## src/rtl/add_pipe_pkg.sv

```systemverilog
// add_pipe_pkg: shared widths and requester ids for the arbitrated add pipeline
package add_pipe_pkg;
  localparam int DW_DEF = 10;
  localparam int RW_DEF = DW_DEF + 2;
  localparam logic ID_REQ0 = 1'b0;
  localparam logic ID_REQ1 = 1'b1;
endpackage

```

## src/rtl/add4_pipe.sv

```systemverilog
// add4_pipe: two-stage (a0+b0)+(a1+b1) datapath, all stages advance on enable
module add4_pipe
  import add_pipe_pkg::*;
#(
  parameter int DW = DW_DEF
) (
  input  logic          clk,
  input  logic          rst_n,
  input  logic          enable,
  input  logic          in_valid,
  input  logic          in_id,
  input  logic [4*DW-1:0] in_op,
  output logic          mid_valid,
  output logic          out_valid,
  output logic          out_id,
  output logic [DW+1:0] out_data
);
  logic [DW-1:0] a0, b0, a1, b1;
  logic [DW:0] sum0, sum1;
  logic mid_id;
  assign {a0, b0, a1, b1} = in_op;
  always_ff @(posedge clk or negedge rst_n)
    if (!rst_n) begin
      sum0 <= '0;
      sum1 <= '0;
      mid_valid <= 1'b0;
      mid_id <= 1'b0;
      out_valid <= 1'b0;
      out_id <= 1'b0;
      out_data <= '0;
    end else if (enable) begin
      sum0 <= {1'b0, a0} + {1'b0, b0};
      sum1 <= {1'b0, a1} + {1'b0, b1};
      mid_valid <= in_valid;
      mid_id <= in_id;
      out_valid <= mid_valid;
      out_id <= mid_id;
      out_data <= {1'b0, sum0} + {1'b0, sum1};
    end
endmodule

```

## src/rtl/add_pipe_arbiter.sv

```systemverilog
// add_pipe_arbiter: round-robin arbiter between two requesters feeding add4_pipe
module add_pipe_arbiter
  import add_pipe_pkg::*;
#(
  parameter int DW = DW_DEF
) (
  input  logic            clk,
  input  logic            rst_n,
  input  logic            req0_valid,
  input  logic [4*DW-1:0] req0_op,
  output logic            req0_ready,
  input  logic            req1_valid,
  input  logic [4*DW-1:0] req1_op,
  output logic            req1_ready,
  output logic            res_valid,
  output logic [DW+1:0]   res_data,
  output logic            res_id,
  input  logic            res_ready,
  output logic            busy
);
  logic adv, grant1, last, mid_valid, accept;
  assign adv = !res_valid || res_ready;
  // last holds the id of the most recent accept; the other requester wins a tie
  assign grant1 = req1_valid && (!req0_valid || last == ID_REQ0);
  assign req0_ready = rst_n && adv && req0_valid && !grant1;
  assign req1_ready = rst_n && adv && grant1;
  assign accept = req0_ready || req1_ready;
  assign busy = mid_valid || res_valid;
  always_ff @(posedge clk or negedge rst_n)
    if (!rst_n) last <= ID_REQ1;
    else if (accept) last <= req1_ready ? ID_REQ1 : ID_REQ0;
  add4_pipe #(.DW(DW)) u_pipe (
    .clk(clk),
    .rst_n(rst_n),
    .enable(adv),
    .in_valid(accept),
    .in_id(grant1 ? ID_REQ1 : ID_REQ0),
    .in_op(grant1 ? req1_op : req0_op),
    .mid_valid(mid_valid),
    .out_valid(res_valid),
    .out_id(res_id),
    .out_data(res_data)
  );
endmodule

```

## config.mk

```make
export PLATFORM = sky130hd
export DESIGN_NAME = add_pipe_arbiter
export DESIGN_NICKNAME = d
export VERILOG_FILES = /design/src/rtl/add_pipe_pkg.sv /design/src/rtl/add4_pipe.sv /design/src/rtl/add_pipe_arbiter.sv
export SDC_FILE = /design/constraint.sdc
export NUM_CORES = 1
export LEC_CHECK = 0
export BUFFER_PORTS_ARGS = -buffer_cell sky130_fd_sc_hd__buf_2
export CORE_MARGIN = 2
export CORE_UTILIZATION = 30
export CTS_CLUSTER_SIZE = 25
export DETAILED_ROUTE_END_ITERATION = 6
export PLACE_DENSITY = 0.61
export SYNTH_ARGS = -nofsm -noshare
export SYNTH_HDL_FRONTEND = slang
export SYNTH_SLANG_ARGS = --single-unit
```

## constraint.sdc

```tcl
create_clock -name clk -period 2.95 [get_ports clk]
set_input_delay 0 -clock clk [delete_from_list [all_inputs] [get_ports clk]]
set_output_delay 0 -clock clk [all_outputs]
set_load 0.01 [all_outputs]
```

== Yosys cells after proc, flatten, opt, wreduce, memory -nomap -nowiden ==
Cells that the tools add are included.

* $add $sub $neg: 3
* Mux-type cells: 3
* Bitwise logic cells: 1
* Reductions and logical operators: 12

{| class="wikitable"
|+ Operators by type and width
! cell !! count
|-
| 40-bit two-way mux || 1
|-
| 10-bit by 10-bit adder with 11-bit output || 2
|-
| 11-bit by 11-bit adder with 12-bit output || 1
|-
| 1-bit logical AND || 5
|-
| 1-bit logical OR || 4
|-
| 1-bit logical NOT || 3
|-
| 1-bit two-way mux || 2
|-
| 1-bit NOT || 1
|}

* Bits in registers: 39
* Output and inout port bits: 17

== Logic depth before layout (Yosys ltp) ==
* Word-level depth: 6
* Gate-level depth with buffers: 11

== Hierarchy ==
Synthesis repeated with hierarchy kept, for this count alone.

* Cells, all modules: 330
* Area, all modules: 3,331.9 um^2

{| class="wikitable"
|+ Modules (own cells, without submodules)
! module !! times used !! cells an instance !! area each (um^2)
|-
| add4_pipe || 1 || 274 || 2,741.4
|-
| add_pipe_arbiter || 1 || 56 || 590.6
|}

== Worst setup path after synthesis ==
OpenSTA, ideal clock, no wires.

* Path type: register to register
* From: reg last
* To: reg u_pipe.sum0[10]
* Setup time: 137 ps
* Arrival time: 2,539 ps
* Required time: 2,813 ps
* Setup slack: 274 ps
* Stages on the path, launching flop included: 12
* Buffers on the path: 1
* Clock period less this slack: 2,676 ps
* Cells stage by stage: dfstp_2 -> a21boi_1 -> buf_2 -> mux2_2 -> ha_1 -> inv_1 -> fa_1 -> nand2b_1 -> a21o_1 -> a31oi_1 -> a2111oi_0 -> nor3_1

* Word-level cells in the longest chain between the ends: 5

{| class="wikitable"
|+ RTL lines
! item !! line !! source
|-
| start, declared || add_pipe_arbiter.sv:21 || <nowiki>logic adv, grant1, last, mid_valid, accept;</nowiki>
|-
| start signal, assigned || add_pipe_arbiter.sv:31 || <nowiki>else if (accept) last <= req1_ready ? ID_REQ1 : ID_REQ0;</nowiki>
|-
| 1-bit NOT || add_pipe_arbiter.sv:24 || <nowiki>assign grant1 = req1_valid && (!req0_valid || last == ID_REQ0);</nowiki>
|-
| 1-bit logical OR || add_pipe_arbiter.sv:24 ||
|-
| 1-bit logical AND || add_pipe_arbiter.sv:24 ||
|-
| 40-bit two-way mux || add_pipe_arbiter.sv:38 || <nowiki>.in_op(grant1 ? req1_op : req0_op),</nowiki>
|-
| 10-bit by 10-bit adder with 11-bit output || add4_pipe.sv:32 || <nowiki>sum0 <= {1'b0, a0} + {1'b0, b0};</nowiki>
|-
| end signal, assigned || add4_pipe.sv:32 ||
|-
| end, declared || add4_pipe.sv:19 || <nowiki>logic [DW:0] sum0, sum1;</nowiki>
|}

Every way passes these cells.
A chain may end at the register's enable or synchronous reset.

== Final worst setup path ==
Same ends and word-level chain as after synthesis.

==> flow_summary.json <==
{
  "status": "finished clean",
  "synth-edff-count": 0,
  "ys.flop_type": "dfrtp_1",
  "antenna_found_initial": 0,
  "rows": 37,
  "fin_cells": 595,
  "cts_sinks": 39,
  "cp-start-kind": "flip-flop",
  "slowest_delay_ns": 0.47,
  "drt_iter0_markers": 90,
  "drive_above_1_share_pct": 34.64,
  "holdBufCountCts": 1,
  "clock_latency_ns": 0.28,
  "cts-resized-gates": 0,
  "async_reset_ff_share_pct": 100.0,
  "period_needed_ns": 2.711,
  "peakVddDrop_mv": 0.2724,
  "portBuffers": 101,
  "antennaDiodeCount": 0,
  "synthDistinctLibCells": 50,
  "die_h_um": 107.9,
  "die_w_um": 107.9,
  "yosys-top-cells-area": "dfrtp_1 (29%), ha_1 (12%), mux2_2 (12%)",
  "htreeDepth": 2,
  "routed_wl_um": 7724,
  "gp_congestion": 0.8288,
  "skew_ns": 0.006383,
  "worstPathCellList": "a21boi_4 > buf_12 > mux2_2 > ha_1 > inv_1 > fa_1 > nand2b_1 > a21o_1 > a31oi_1 > a2111oi_0 > nor3_1",
  "vias_per_cell": 4.876,
  "cp.arrival_ns": 2.87,
  "cts_post_setup_buffers_inserted": 0,
  "core_area_um2": 10420,
  "rsz0062_at_grt": "false",
  "netlist_area_um2": 3237,
  "fmax_mhz": 368.9,
  "dp_cells": 586,
  "grtUsageTotal_pct": 13.84,
  "slew_viol_final": 0,
  "io_pins": 102,
  "syn_to_final_growth_pct": 23.58,
  "clk_path_buf_depth": 2,
  "synth_seq_cells": 39,
  "n_fill_cell": 1098,
  "firstDrtPassIters": 6,
  "grt_first_pass_wirelength_um": 12980,
  "critPathMaxFanout": 25,
  "slew_headroom_pct": 66.96,
  "slowest_stage": "a2111oi_0",
  "dp_hpwl_um": 6298,
  "die-area_um2": 11640,
  "path_class": "reg2reg",
  "grt_pass1_vias": 2906,
  "cp.required_ns": 3.11,
  "maxCapViolations": 0,
  "post-route-drc-count": 0,
  "setup_viol": 0,
  "antenna_left": 0,
  "synth_warnings": 0,
  "crit_path_end_kind": "flip-flop",
  "initial_core_util_pct": 31.08,
  "fin_setup_tns_ns": 0,
  "hold_violations": 0,
  "post_drt_wl_per_cell_um": 12.98,
  "fin_crit_sh_pct": 91.90,
  "pwr_density_cell_nw_per_um2": 799.9,
  "synth_area_per_cell_um2": 9.092,
  "p_leak_nw": 1.889,
  "grt_start_max_net_pins": 44,
  "cts_root_buffer": "clkbuf_8",
  "tightest_slew_ns": 0.4934,
  "cts_made_buffers": 5,
  "overflow": 0,
  "syn_nets": 475,
  "ys_top_cells_by_count": "nand2_1 (46), dfrtp_1 (38), mux2_2 (34)",
  "yosysMostFrequentCell": "nand2_1",
  "nets": 577,
  "synth_top_cell_by_area": "dfrtp_1",
  "min_path_cells": 4,
  "cts.clk_slew.worst_paths_ns": 0.07,
  "tritoncts": "built",
  "synth_seq_area_share_pct": 30.19,
  "syn_inst": 356,
  "vias": 2901,
  "hp-class": "in2reg",
  "synth.top_cell.area_share_pct": 29.38,
  "r2r_cells": 11
}
==> registers in the layout, summed over array words and instances (netlist names) <==
name / count
u_pipe.mid_id: 1
u_pipe.sum1: 11
u_pipe.mid_valid: 1
u_pipe.sum0: 11
last: 1
u_pipe.out_valid: 1
u_pipe.out_id: 1
u_pipe.out_data: 12
==> per-stage QoR <==
| stage | hold slack [ns] | setup WS [ns] | power (mW) | instance area (um2) | utilization, % |
|---|---|---|---|---|---|
| after global placement | -0.02878 | 0.3512 | 2.837 | 3909 | 37.53 |
| after detailed placement | -0.01889 | 0.2340 | 2.880 | 3909 | 37.53 |
| after CTS | 0.07818 | 0.2106 | 3.236 | 4000 | 38.40 |
| final | 0.08815 | 0.2390 | 3.200 | 4000 | 38.40 |
| after global routing | 0.1166 | 0.04580 | 3.533 | 4000 | 38.40 |
| after floorplan | -0.2956 | 0.2738 | 2.370 | 3237 | - |
==> layout by cell type (no fill, tap or decap), types with 3 or more instances in the layout <==
master and count:
buf_2 101, nand2_1 46, dfrtp_1 38, mux2_2 34, ha_1 31, nor2_1 27
a21oi_1 18, o21ai_1 17, o21ai_0 16, a211oi_1 12, xor2_1 10, inv_1 9
a21o_1 9, mux2_1 6, o21a_1 6, nor3_1 6, a31oi_1 6, nand2b_1 5
clkbuf_8 5, buf_4 5, and3_1 4, o31ai_1 3, o211ai_1 3, xnor2_1 3
fa_1 3
==> per-layer routing <==
layer | vias up | part of all wire (%) | global-route usage [%]
li1 | 1500 | - | -
met1 | 1329 | 46 | 17.68
met2 | 66 | 49 | 24.35
met3 | 6 | 3.5 | 1.937
met4 | 0 | 1.4 | 3.663
met5 | - | 0 | 0
==> report_power, final <==
group          switching (mW)  internal [mW]  leakage (nW)
combinational            1.05          0.877          1.39
sequential              0.149          0.784         0.457
clock                   0.175          0.166        0.0422
total                    1.37           1.83          1.89
==> final timing paths <==
path                            slack, ns     startpoint                  to
worst max-delay path                 0.24           last     u_pipe.sum0[10]
worst min-delay path                 0.09      res_ready  u_pipe.out_data[5]
worst max register to register       0.24           last     u_pipe.sum0[10]
worst min register to register       0.46  u_pipe.out_id       u_pipe.out_id
max in group asynchronous            2.17          rst_n      u_pipe.sum1[7]
min in group asynchronous            0.30          rst_n                last
==> worst max-delay path: cells and delay by family, from the launching register on <==
kind | cells | cell delay, ns
simple gates | 2 | 0.25
flops | 1 | 0.39
compound gates | 4 | 0.88
buf+inv | 2 | 0.27
mux | 1 | 0.36
fa+ha+maj | 2 | 0.42
==> cells by family (layout without fill, tap and decap cells) <==
family                     Yosys count  count (layout)  synth area share [%]
muxes                               40              40                 13.92
DFF                                 39              39                 30.19
adders and majority gates           34              34                 13.84
xor gates and xnor gates            13              13                 3.518
and+or+nand+nor                     99              99                 13.38
AOI/OAI and AO/OA                  108             108                 21.69
buffers and inverters               23             126                 3.478
==> final cells by class <==
type / instances / area (um2) / share of cell area (%)
timing repair buffer: 108 / 573.1 / 14.33
sequential: 39 / 977.2 / 24.43
inverter: 10 / 37.54 / 0.9384
tap: 136 / 170.2 / 4.254
clock inverter: 1 / 5.005 / 0.1251
clock buffer: 7 / 76.32 / 1.908
multi-input combinational: 294 / 2161 / 54.02
Power figures use the tool's default switching activity.
